## src/rtl/cache_tag_ctrl.sv

```systemverilog
// MSI cache tag controller: CPU lookups, snoop handling, and victim writeback
// against an external 8-set tag RAM with a one-cycle synchronous read.
module cache_tag_ctrl #(
    parameter int IWIDTH = 3,
    parameter int TWIDTH = 9,
    parameter int EWIDTH = 11
) (
    input  logic                     clock,
    input  logic                     reset,
    input  logic                     cpu_req,
    input  logic                     cpu_rw,
    input  logic [IWIDTH+TWIDTH-1:0] cpu_addr,
    output logic                     cpu_ack,
    output logic                     cpu_hit,
    output logic                     bus_req,
    output logic [2:0]               bus_cmd,
    output logic [IWIDTH+TWIDTH-1:0] bus_addr,
    input  logic                     bus_done,
    input  logic                     snp_valid,
    input  logic [2:0]               snp_cmd,
    input  logic [IWIDTH+TWIDTH-1:0] snp_addr,
    output logic                     snp_ack,
    output logic                     snp_flush,
    output logic [IWIDTH-1:0]        tag_addr,
    output logic [EWIDTH-1:0]        tag_din,
    output logic                     tag_we,
    input  logic [EWIDTH-1:0]        tag_dout
);

    localparam int AWIDTH = IWIDTH + TWIDTH;

    localparam logic [2:0] IDLE        = 3'd0;
    localparam logic [2:0] LOOKUP      = 3'd1;
    localparam logic [2:0] COMPARE     = 3'd2;
    localparam logic [2:0] WB_WAIT     = 3'd3;
    localparam logic [2:0] FILL_WAIT   = 3'd4;
    localparam logic [2:0] UPD         = 3'd5;
    localparam logic [2:0] SNP_LOOKUP  = 3'd6;
    localparam logic [2:0] SNP_COMPARE = 3'd7;

    localparam logic [1:0] ST_I = 2'b00;
    localparam logic [1:0] ST_S = 2'b01;
    localparam logic [1:0] ST_M = 2'b10;

    localparam logic [2:0] CMD_RD   = 3'b001;
    localparam logic [2:0] CMD_RDX  = 3'b010;
    localparam logic [2:0] CMD_UPGR = 3'b011;
    localparam logic [2:0] CMD_WB   = 3'b100;

    logic [2:0]        state_q, state_d;
    logic [AWIDTH-1:0] addr_q, addr_d;
    logic              rw_q, rw_d;
    logic [2:0]        scmd_q, scmd_d;
    logic [1:0]        fstate_q, fstate_d;
    logic              snp_q, snp_d;
    logic              flush_q, flush_d;
    logic              cpu_ack_q, cpu_ack_d;
    logic              cpu_hit_q, cpu_hit_d;
    logic              snp_ack_q, snp_ack_d;
    logic              snp_flush_q, snp_flush_d;
    logic              bus_req_q, bus_req_d;
    logic [2:0]        bus_cmd_q, bus_cmd_d;
    logic [AWIDTH-1:0] bus_addr_q, bus_addr_d;
    logic              tag_we_q, tag_we_d;
    logic [EWIDTH-1:0] tag_din_q, tag_din_d;

    logic [1:0]        entry_st;
    logic [TWIDTH-1:0] entry_tag;
    logic [TWIDTH-1:0] req_tag;
    logic [IWIDTH-1:0] req_idx;
    logic              hit;
    logic [2:0]        fill_cmd;
    logic              snp_change;
    logic [1:0]        snp_new_st;
    logic              snp_new_flush;

    assign entry_st  = tag_dout[EWIDTH-1:TWIDTH];
    assign entry_tag = tag_dout[TWIDTH-1:0];
    assign req_tag   = addr_q[AWIDTH-1:IWIDTH];
    assign req_idx   = addr_q[IWIDTH-1:0];
    // Encoding 11 is neither S nor M, so it falls out as invalid here.
    assign hit       = ((entry_st == ST_S) || (entry_st == ST_M)) && (entry_tag == req_tag);
    assign fill_cmd  = rw_q ? CMD_RDX : CMD_RD;

    assign cpu_ack   = cpu_ack_q;
    assign cpu_hit   = cpu_hit_q;
    assign snp_ack   = snp_ack_q;
    assign snp_flush = snp_flush_q;
    assign bus_req   = bus_req_q;
    assign bus_cmd   = bus_cmd_q;
    assign bus_addr  = bus_addr_q;
    assign tag_we    = tag_we_q;
    assign tag_din   = tag_din_q;
    assign tag_addr  = (state_q != IDLE) ? req_idx : '0;

    always_comb begin
        snp_change    = 1'b0;
        snp_new_st    = entry_st;
        snp_new_flush = 1'b0;
        if (hit) begin
            case (scmd_q)
                CMD_RD: begin
                    if (entry_st == ST_M) begin
                        snp_change    = 1'b1;
                        snp_new_st    = ST_S;
                        snp_new_flush = 1'b1;
                    end
                end
                CMD_RDX, CMD_UPGR: begin
                    snp_change    = 1'b1;
                    snp_new_st    = ST_I;
                    snp_new_flush = (entry_st == ST_M);
                end
                default: ;
            endcase
        end
    end

    always_comb begin
        state_d     = state_q;
        addr_d      = addr_q;
        rw_d        = rw_q;
        scmd_d      = scmd_q;
        fstate_d    = fstate_q;
        snp_d       = snp_q;
        flush_d     = flush_q;
        cpu_ack_d   = 1'b0;
        cpu_hit_d   = 1'b0;
        snp_ack_d   = 1'b0;
        snp_flush_d = 1'b0;
        bus_req_d   = bus_req_q;
        bus_cmd_d   = bus_cmd_q;
        bus_addr_d  = bus_addr_q;
        tag_we_d    = 1'b0;
        tag_din_d   = tag_din_q;

        case (state_q)
            IDLE: begin
                // Holding off while an ack is visible keeps a still-held request from re-entering.
                if (!cpu_ack_q && !snp_ack_q) begin
                    if (snp_valid) begin
                        addr_d  = snp_addr;
                        scmd_d  = snp_cmd;
                        snp_d   = 1'b1;
                        state_d = SNP_LOOKUP;
                    end else if (cpu_req) begin
                        addr_d  = cpu_addr;
                        rw_d    = cpu_rw;
                        snp_d   = 1'b0;
                        state_d = LOOKUP;
                    end
                end
            end
            LOOKUP:     state_d = COMPARE;
            SNP_LOOKUP: state_d = SNP_COMPARE;
            COMPARE: begin
                fstate_d = rw_q ? ST_M : ST_S;
                if (hit && (!rw_q || entry_st == ST_M)) begin
                    cpu_ack_d = 1'b1;
                    cpu_hit_d = 1'b1;
                    state_d   = IDLE;
                end else if (hit) begin
                    bus_req_d  = 1'b1;
                    bus_cmd_d  = CMD_UPGR;
                    bus_addr_d = addr_q;
                    state_d    = FILL_WAIT;
                end else if (entry_st == ST_M) begin
                    bus_req_d  = 1'b1;
                    bus_cmd_d  = CMD_WB;
                    bus_addr_d = {entry_tag, req_idx};
                    state_d    = WB_WAIT;
                end else begin
                    bus_req_d  = 1'b1;
                    bus_cmd_d  = fill_cmd;
                    bus_addr_d = addr_q;
                    state_d    = FILL_WAIT;
                end
            end
            WB_WAIT: begin
                // Drop the request for one cycle; FILL_WAIT re-raises it with the fill command.
                if (bus_done) begin
                    bus_req_d  = 1'b0;
                    bus_cmd_d  = fill_cmd;
                    bus_addr_d = addr_q;
                    state_d    = FILL_WAIT;
                end
            end
            FILL_WAIT: begin
                if (!bus_req_q) begin
                    bus_req_d = 1'b1;
                end else if (bus_done) begin
                    bus_req_d = 1'b0;
                    tag_we_d  = 1'b1;
                    tag_din_d = {fstate_q, req_tag};
                    state_d   = UPD;
                end
            end
            UPD: begin
                if (snp_q) begin
                    snp_ack_d   = 1'b1;
                    snp_flush_d = flush_q;
                end else begin
                    cpu_ack_d = 1'b1;
                end
                state_d = IDLE;
            end
            SNP_COMPARE: begin
                if (snp_change) begin
                    tag_we_d  = 1'b1;
                    tag_din_d = {snp_new_st, req_tag};
                    flush_d   = snp_new_flush;
                    state_d   = UPD;
                end else begin
                    snp_ack_d   = 1'b1;
                    snp_flush_d = 1'b0;
                    state_d     = IDLE;
                end
            end
            default: state_d = IDLE;
        endcase
    end

    always_ff @(posedge clock or posedge reset) begin
        if (reset) begin
            state_q     <= IDLE;
            addr_q      <= '0;
            rw_q        <= 1'b0;
            scmd_q      <= '0;
            fstate_q    <= ST_I;
            snp_q       <= 1'b0;
            flush_q     <= 1'b0;
            cpu_ack_q   <= 1'b0;
            cpu_hit_q   <= 1'b0;
            snp_ack_q   <= 1'b0;
            snp_flush_q <= 1'b0;
            bus_req_q   <= 1'b0;
            bus_cmd_q   <= '0;
            bus_addr_q  <= '0;
            tag_we_q    <= 1'b0;
            tag_din_q   <= '0;
        end else begin
            state_q     <= state_d;
            addr_q      <= addr_d;
            rw_q        <= rw_d;
            scmd_q      <= scmd_d;
            fstate_q    <= fstate_d;
            snp_q       <= snp_d;
            flush_q     <= flush_d;
            cpu_ack_q   <= cpu_ack_d;
            cpu_hit_q   <= cpu_hit_d;
            snp_ack_q   <= snp_ack_d;
            snp_flush_q <= snp_flush_d;
            bus_req_q   <= bus_req_d;
            bus_cmd_q   <= bus_cmd_d;
            bus_addr_q  <= bus_addr_d;
            tag_we_q    <= tag_we_d;
            tag_din_q   <= tag_din_d;
        end
    end

endmodule
```

## config.mk

```make
export PLATFORM = sky130hd
export DESIGN_NAME = cache_tag_ctrl
export DESIGN_NICKNAME = d
export VERILOG_FILES = /design/src/rtl/cache_tag_ctrl.sv
export SDC_FILE = /design/constraint.sdc
export NUM_CORES = 1
export LEC_CHECK = 0
export CAP_MARGIN = 20
export CELL_PAD_IN_SITES_DETAIL_PLACEMENT = 0
export CELL_PAD_IN_SITES_GLOBAL_PLACEMENT = 1
export CORE_MARGIN = 2
export CORE_UTILIZATION = 37
export CTS_CLUSTER_SIZE = 40
export DETAILED_ROUTE_END_ITERATION = 10
export PLACE_DENSITY_LB_ADDON = 0.25
export SLEW_MARGIN = 15
export SYNTH_ARGS = -nofsm -noshare
export SYNTH_HDL_FRONTEND = slang
export SYNTH_SLANG_ARGS = --single-unit
```

## constraint.sdc

```tcl
create_clock -name clock -period 2.8 [get_ports clock]
set_input_delay 0.84 -clock clock [delete_from_list [all_inputs] [get_ports clock]]
set_output_delay 0.84 -clock clock [all_outputs]
set_load 0.01 [all_outputs]
```

==> run metrics, run 1 <==
Avg Inst Size Synth 11.3 µm²; CP Capture Type flop; Synthesized Nets 299; via count 2211; Remaining Overflow, GRT 0; H-tree levels 2; FF-to-FF setup slack 0.74 ns; RSZ-0062 raised after global routing no; hold_sp fstate_q[0]; largest family of logic cells by synthesized area multiplexers; DRC Markers 0; Die Ht 91.8 µm; top-count cell post-synth dfrtp_1; power per cell area 995 nW/µm²; Area Overhead vs Synth 40.4%; Slew headroom 0.702; CTS tree done; Clock Latency Late Sink 0.31 ns; Static Leak 1.70 nW; Initial Utilization 0.375; DR pass1 iterations 4; Synth top area share 0.482; CP Launch Type primary input; Critical Path Fanout Max 12; Final nets 397; Post-Synth Simple-Gate Area 0.130; Fmax achieved 385 MHz; multiplexer share of the synthesized area 0.212; Design Power 3.98 mW; fraction of layout cells with a size suffix above 1 0.239; status finished, final reports clean; crit path kind in -> reg; Mapped Cells 252; max_cap viols 0; total clock sinks 55; Syn. warnings 0; # port buffers 78; Clock transition at path regs 0.10 ns; mapped cell area 2850 µm²; Worst Path Arrival 2.81 ns; Clock Skews 0.00768 ns; worst hold slack 0.500 ns; hold-critical path endpoint fstate_q[0]; Core Region 7610 µm²; reg2reg end tag_din[2]; Final Cycle Share 0.928; Detail Route Antenna Nets 0; Std-Cell Rows 32; Synth Area in XOR/XNOR 0.0276; # Post-CTS Setup Buffers 0; Tot GR Track Use 0.170; Finish-stage setup viols 0; area leader, netlist dfrtp_1; worst r2r src addr_q[3]; required time worst endpoint 3.01 ns; Max Slew Vio Count 0; final hold violations 0; final core utilization 0.526; EDFF count, synth 0; io pins 79; post-DP HPWL 5110 µm; register bit total from synthesis 55; Final min period 2.60 ns; Horiz. Die Dim 91.8 µm; vias in the first global route 2297; first-pass GRT wire length 11200 µm; Area contributors post-synth dfrtp_1 48%, mux2_2 12%, mux2_4 4.7%; hold_buf cts 0; post-synthesis sequential area ratio 0.482; Num CTS Buffers 5; HP Class reg -> reg; Synth Area in Compound Gates 0.0991; DR iter-0 viols 106; # fillers 695; Slew @ Worst Pin 0.446 ns; Vias/cell 4.88; PostCTS Resize Cnt 0; Cell variety after synth 39; antenna violations before repair 0; top_reg_cell synth dfrtp_1; Clock Tree Buf Depth 2; Reg2Reg Depth 7; die area 8430 µm²; Synth top cells by count 55 x dfrtp_1, 31 x mux2_2, 29 x nor2_1; Avg WL per Cell 14.8 µm; clk root buf clkbuf_8; GP Congestion 0.807; Hold Path Stages 2; largest net degree at the start of global routing 26; ys async rst share 1.00; Ant. Diodes 0; IR drop worst, VDD 0.374 mV; WL final 6730 µm; post-synthesis adder-cell area fraction 0.0132
stage by stage:
step | setup slack (ns) | area, µm² | setup TNS, ns | std cells
after floorplan | 0.193 | 2850 | 0 | 252
after global placement | -0.125 | 3920 | -2.86 | 445
after detailed placement | -0.141 | 3920 | -3.20 | 445
after CTS | 0.189 | 4000 | 0 | 453
after global routing | 0.103 | 4000 | 0 | 453
final | 0.201 | 4000 | 0 | 453
where the power goes:
| part | internal [mW] | leakage (nW) | switching (mW) |
|---|---|---|---|
| sequential | 1.17 | 0.646 | 0.302 |
| combinational | 1.18 | 1.01 | 0.892 |
| clock | 0.176 | 0.0412 | 0.260 |
registers in the layout, summed over array words and instances, names as in the netlist:
register / cells
addr_q: 12
bus_addr: 12
tag_din: 11
bus_cmd: 3
scmd_q: 3
state_q: 3
fstate_q: 2
bus_req: 1
cpu_ack: 1
cpu_hit: 1
flush_q: 1
rw_q: 1
snp_ack: 1
snp_flush: 1
snp_q: 1
tag_we: 1
cells in the final DEF (no fill, tap or decap), types with 2 or more instances in the layout:
| master | count |
|---|---|
| buf_4 | 24 |
| ha_1 | 3 |
| clkdlybuf4s50_1 | 78 |
| nor2b_1 | 4 |
| mux2i_1 | 12 |
| a31oi_1 | 3 |
| nand2b_1 | 3 |
| mux2_4 | 9 |
| a41o_2 | 2 |
| dfrtp_1 | 55 |
| nand4_1 | 5 |
| nor3_1 | 4 |
| nand2_1 | 8 |
| mux2_2 | 31 |
| a21oi_1 | 18 |
| nor4b_1 | 2 |
| buf_12 | 2 |
| nand3_1 | 3 |
| nor2_1 | 29 |
| clkbuf_8 | 5 |
| o21ai_0 | 10 |
| xor2_1 | 8 |
| a31o_2 | 2 |
| o22ai_1 | 2 |
| inv_1 | 8 |
| nor4_4 | 2 |
how the worst max path moves through the flow:
stage	from	endpoint	slack [ns]
floorplan	tag_dout[9]	bus_addr[0]	0.19
global placement	tag_dout[9]	bus_addr[8]	-0.12
detailed placement	tag_dout[9]	tag_din[10]	-0.14
CTS	tag_dout[9]	tag_din[7]	0.19
global route	tag_dout[9]	tag_din[9]	0.10
finish	tag_dout[9]	tag_din[2]	0.20
layer usage:
metal / share of wire / GRT usage / vias up
met4: 0.017 / 0.0572 / 0
met2: 0.47 / 0.265 / 50
met3: 0.041 / 0.0411 / 8
li1: - / - / 1089
met1: 0.47 / 0.232 / 1064
met5: 0 / 0 / -
worst max-delay path, cell delays in order:
cell and delay [ns]:
clkdlybuf4s50_1 0.49, inv_1 0.08, ha_1 0.27, and2_0 0.23, buf_4 0.17, nand4_1 0.11, nand2_1 0.13, buf_12 0.15
mux2_2 0.33
area by class of cell:
type                       instances  area, µm²  share of cell area
timing repair buffer             104       1000               0.250
multi-input combinational        175       1380               0.345
inverter                           9       33.8             0.00844
tap                              102        128              0.0319
clock inverter                     2       12.5             0.00313
clock buffer                       6       72.6              0.0181
sequential                        55       1380               0.344
cells by family after synthesis:
| kind of cell | count (synthesis) |
|---|---|
| multiplexers | 52 |
| buffers and inverters | 22 |
| flip-flops | 55 |
| AO/OA/AOI/OAI | 44 |
| XOR/XNOR | 9 |
| AND/OR/NAND/NOR | 67 |
| adder cells (fa/ha/maj) | 3 |
No activity file was read; power rests on OpenSTA's default activity.
==> inputs of run 2 (changes only) <==
--- a/config.mk
+++ b/config.mk
@@ -12,6 +12,7 @@
 export CORE_UTILIZATION = 37
 export CTS_CLUSTER_SIZE = 40
 export DETAILED_ROUTE_END_ITERATION = 10
+export GPL_ROUTABILITY_DRIVEN = 0
 export PLACE_DENSITY_LB_ADDON = 0.25
 export SLEW_MARGIN = 15
 export SYNTH_ARGS = -nofsm -noshare
==> results of run 2 <==
The final DEF is identical to that of run 1; final timing and power are the same.
==> inputs of run 3 (changes only) <==
--- a/config.mk
+++ b/config.mk
@@ -5,7 +5,6 @@
 export SDC_FILE = /design/constraint.sdc
 export NUM_CORES = 1
 export LEC_CHECK = 0
-export CAP_MARGIN = 20
 export CELL_PAD_IN_SITES_DETAIL_PLACEMENT = 0
 export CELL_PAD_IN_SITES_GLOBAL_PLACEMENT = 1
 export CORE_MARGIN = 2
@@ -13,6 +12,8 @@
 export CTS_CLUSTER_SIZE = 40
 export DETAILED_ROUTE_END_ITERATION = 10
 export GPL_ROUTABILITY_DRIVEN = 0
+export GPL_TIMING_DRIVEN = 0
+export MAX_ROUTING_LAYER = met4
 export PLACE_DENSITY_LB_ADDON = 0.25
 export SLEW_MARGIN = 15
 export SYNTH_ARGS = -nofsm -noshare
==> run metrics, run 3 (synthesis gave the netlist of run 1 again) <==
status finished, final reports clean; Static Leak 1.68 nW; Core Region 7610 µm²; HP Class reg -> reg; Clock Skews 0.0110 ns; Clock Latency Late Sink 0.31 ns; H-tree levels 2; required time worst endpoint 3.00 ns; first-pass GRT wire length 11700 µm; reg2reg end bus_addr[7]; Die Ht 91.8 µm; antenna violations before repair 0; via count 2248; largest net degree at the start of global routing 56; Crit path largest cell delay 0.44 ns; Detail Route Antenna Nets 0; Area Overhead vs Synth 39.7%; Num CTS Buffers 5; Clock Tree Buf Depth 2; Critical Path Fanout Max 5; fraction of layout cells with a size suffix above 1 0.216; final setup margin 0.0512 ns; RSZ-0062 raised after global routing yes; Avg WL per Cell 15.8 µm; clk root buf clkbuf_8; Vias/cell 5.01; max_cap viols 0; Final min period 2.75 ns; Slew @ Worst Pin 0.794 ns; Finish-stage setup viols 0; Final nets 393; total clock sinks 55; Ant. Diodes 0; most frequent cells in the layout 75 x clkdlybuf4s50_1, 55 x dfrtp_1, 31 x mux2_2; Crit-path slowest cell clkdlybuf4s50_1; critical path, cell by cell clkdlybuf4s50_1, xor2_1, nor4_4, nand3_4, o31ai_4, bufbuf_16, mux2_4; hold-critical path endpoint bus_cmd[2]; Reg2Reg Depth 6; worst r2r src addr_q[11]; crit path kind in -> reg; Clock transition at path regs 0.10 ns; Remaining Overflow, GRT 0; CP Capture Type flop; hold_sp bus_cmd[2]; # port buffers 77; Max Slew Vio Count 0; most common cell after layout, fill and taps aside clkdlybuf4s50_1; die area 8430 µm²; power per cell area 1030 nW/µm²; Fmax achieved 364 MHz; # fillers 706; IR drop worst, VDD 0.461 mV; Horiz. Die Dim 91.8 µm; DRC Markers 0; DR iter-0 viols 135; final hold violations 0; Worst Path Arrival 2.95 ns; Initial Utilization 0.375; io pins 79; WL final 7110 µm; vias in the first global route 2358; post-DP HPWL 5030 µm; CTS tree done; DR pass1 iterations 4; Placement Setup Slack -0.612 ns; Hold Path Stages 1; Tot GR Track Use 0.181; FF-to-FF setup slack 0.57 ns; Final Cycle Share 0.982; Std-Cell Rows 32; CP Launch Type primary input; Slew headroom 0.471; Design Power 4.10 mW
-- run 3: repair_timing --
item                                   CTS  global route
setup endpoints to repair               40            22
pin swaps                                3             3
endpoints found under the hold margin    0             0
cloned                                   1             0
setup buffers                            8             1
hold buffers                             0             0
gates resized for setup                 10             1
-- run 3: worst max-delay path by stage --
stage                             from            to  slack [ns]
after floorplan            tag_dout[9]   bus_addr[0]        0.19
after global placement    tag_dout[10]   bus_addr[1]       -0.59
after detailed placement  tag_dout[10]   bus_addr[2]       -0.61
after CTS                  tag_dout[1]   bus_addr[6]      -0.005
after global routing       tag_dout[8]  bus_addr[11]       -0.01
final                      tag_dout[8]   bus_addr[7]        0.05
-- run 3: where the power goes --
group	total, mW	leakage (nW)	internal, mW	switching [mW]
Clock	0.485	0.0515	0.227	0.258
Sequential	1.46	0.646	1.17	0.297
Combinational	2.15	0.984	1.20	0.946
-- run 3: layout make-up --
class / count / area [µm²] / share of cell area
Multi-Input combinational cell: 175 / 1390 / 0.349
Clock buffer: 8 / 100 / 0.0251
Sequential cell: 55 / 1380 / 0.345
Tap cell: 102 / 128 / 0.0320
Timing Repair Buffer: 87 / 868 / 0.218
Inverter: 9 / 36.3 / 0.00911
Buffer: 13 / 85.1 / 0.0214
-- run 3: critical path, delay by kind of cell --
kind                      cells  cell delay, ns
and+or+nand+nor               2            0.55
xor gates and xnor gates      1            0.18
AOI/OAI and AO/OA             1            0.32
buffers and inverters         2            0.77
muxes                         1            0.29
-- run 3: routing by layer --
layer / GRT usage / up-vias / routed length (µm)
met5: - / - / 0
met2: 0.298 / 57 / 3500
met1: 0.227 / 1105 / 3180
met3: 0.0337 / 9 / 329
met4: 0.0547 / 0 / 97
li1: - / 1077 / -
-- run 3: per-stage QoR --
stage,hold WS [ns],cell area (µm²),instances,setup TNS [ns],util
finish,0.501,3990,449,0,0.524
global route,0.542,3990,449,-0.0289,0.524
CTS,0.511,3970,448,-0.0163,0.522
detailed placement,0.489,3750,431,-18.78,0.493
global placement,0.478,3750,431,-43.24,0.493
floorplan,0.451,2850,252,0,-
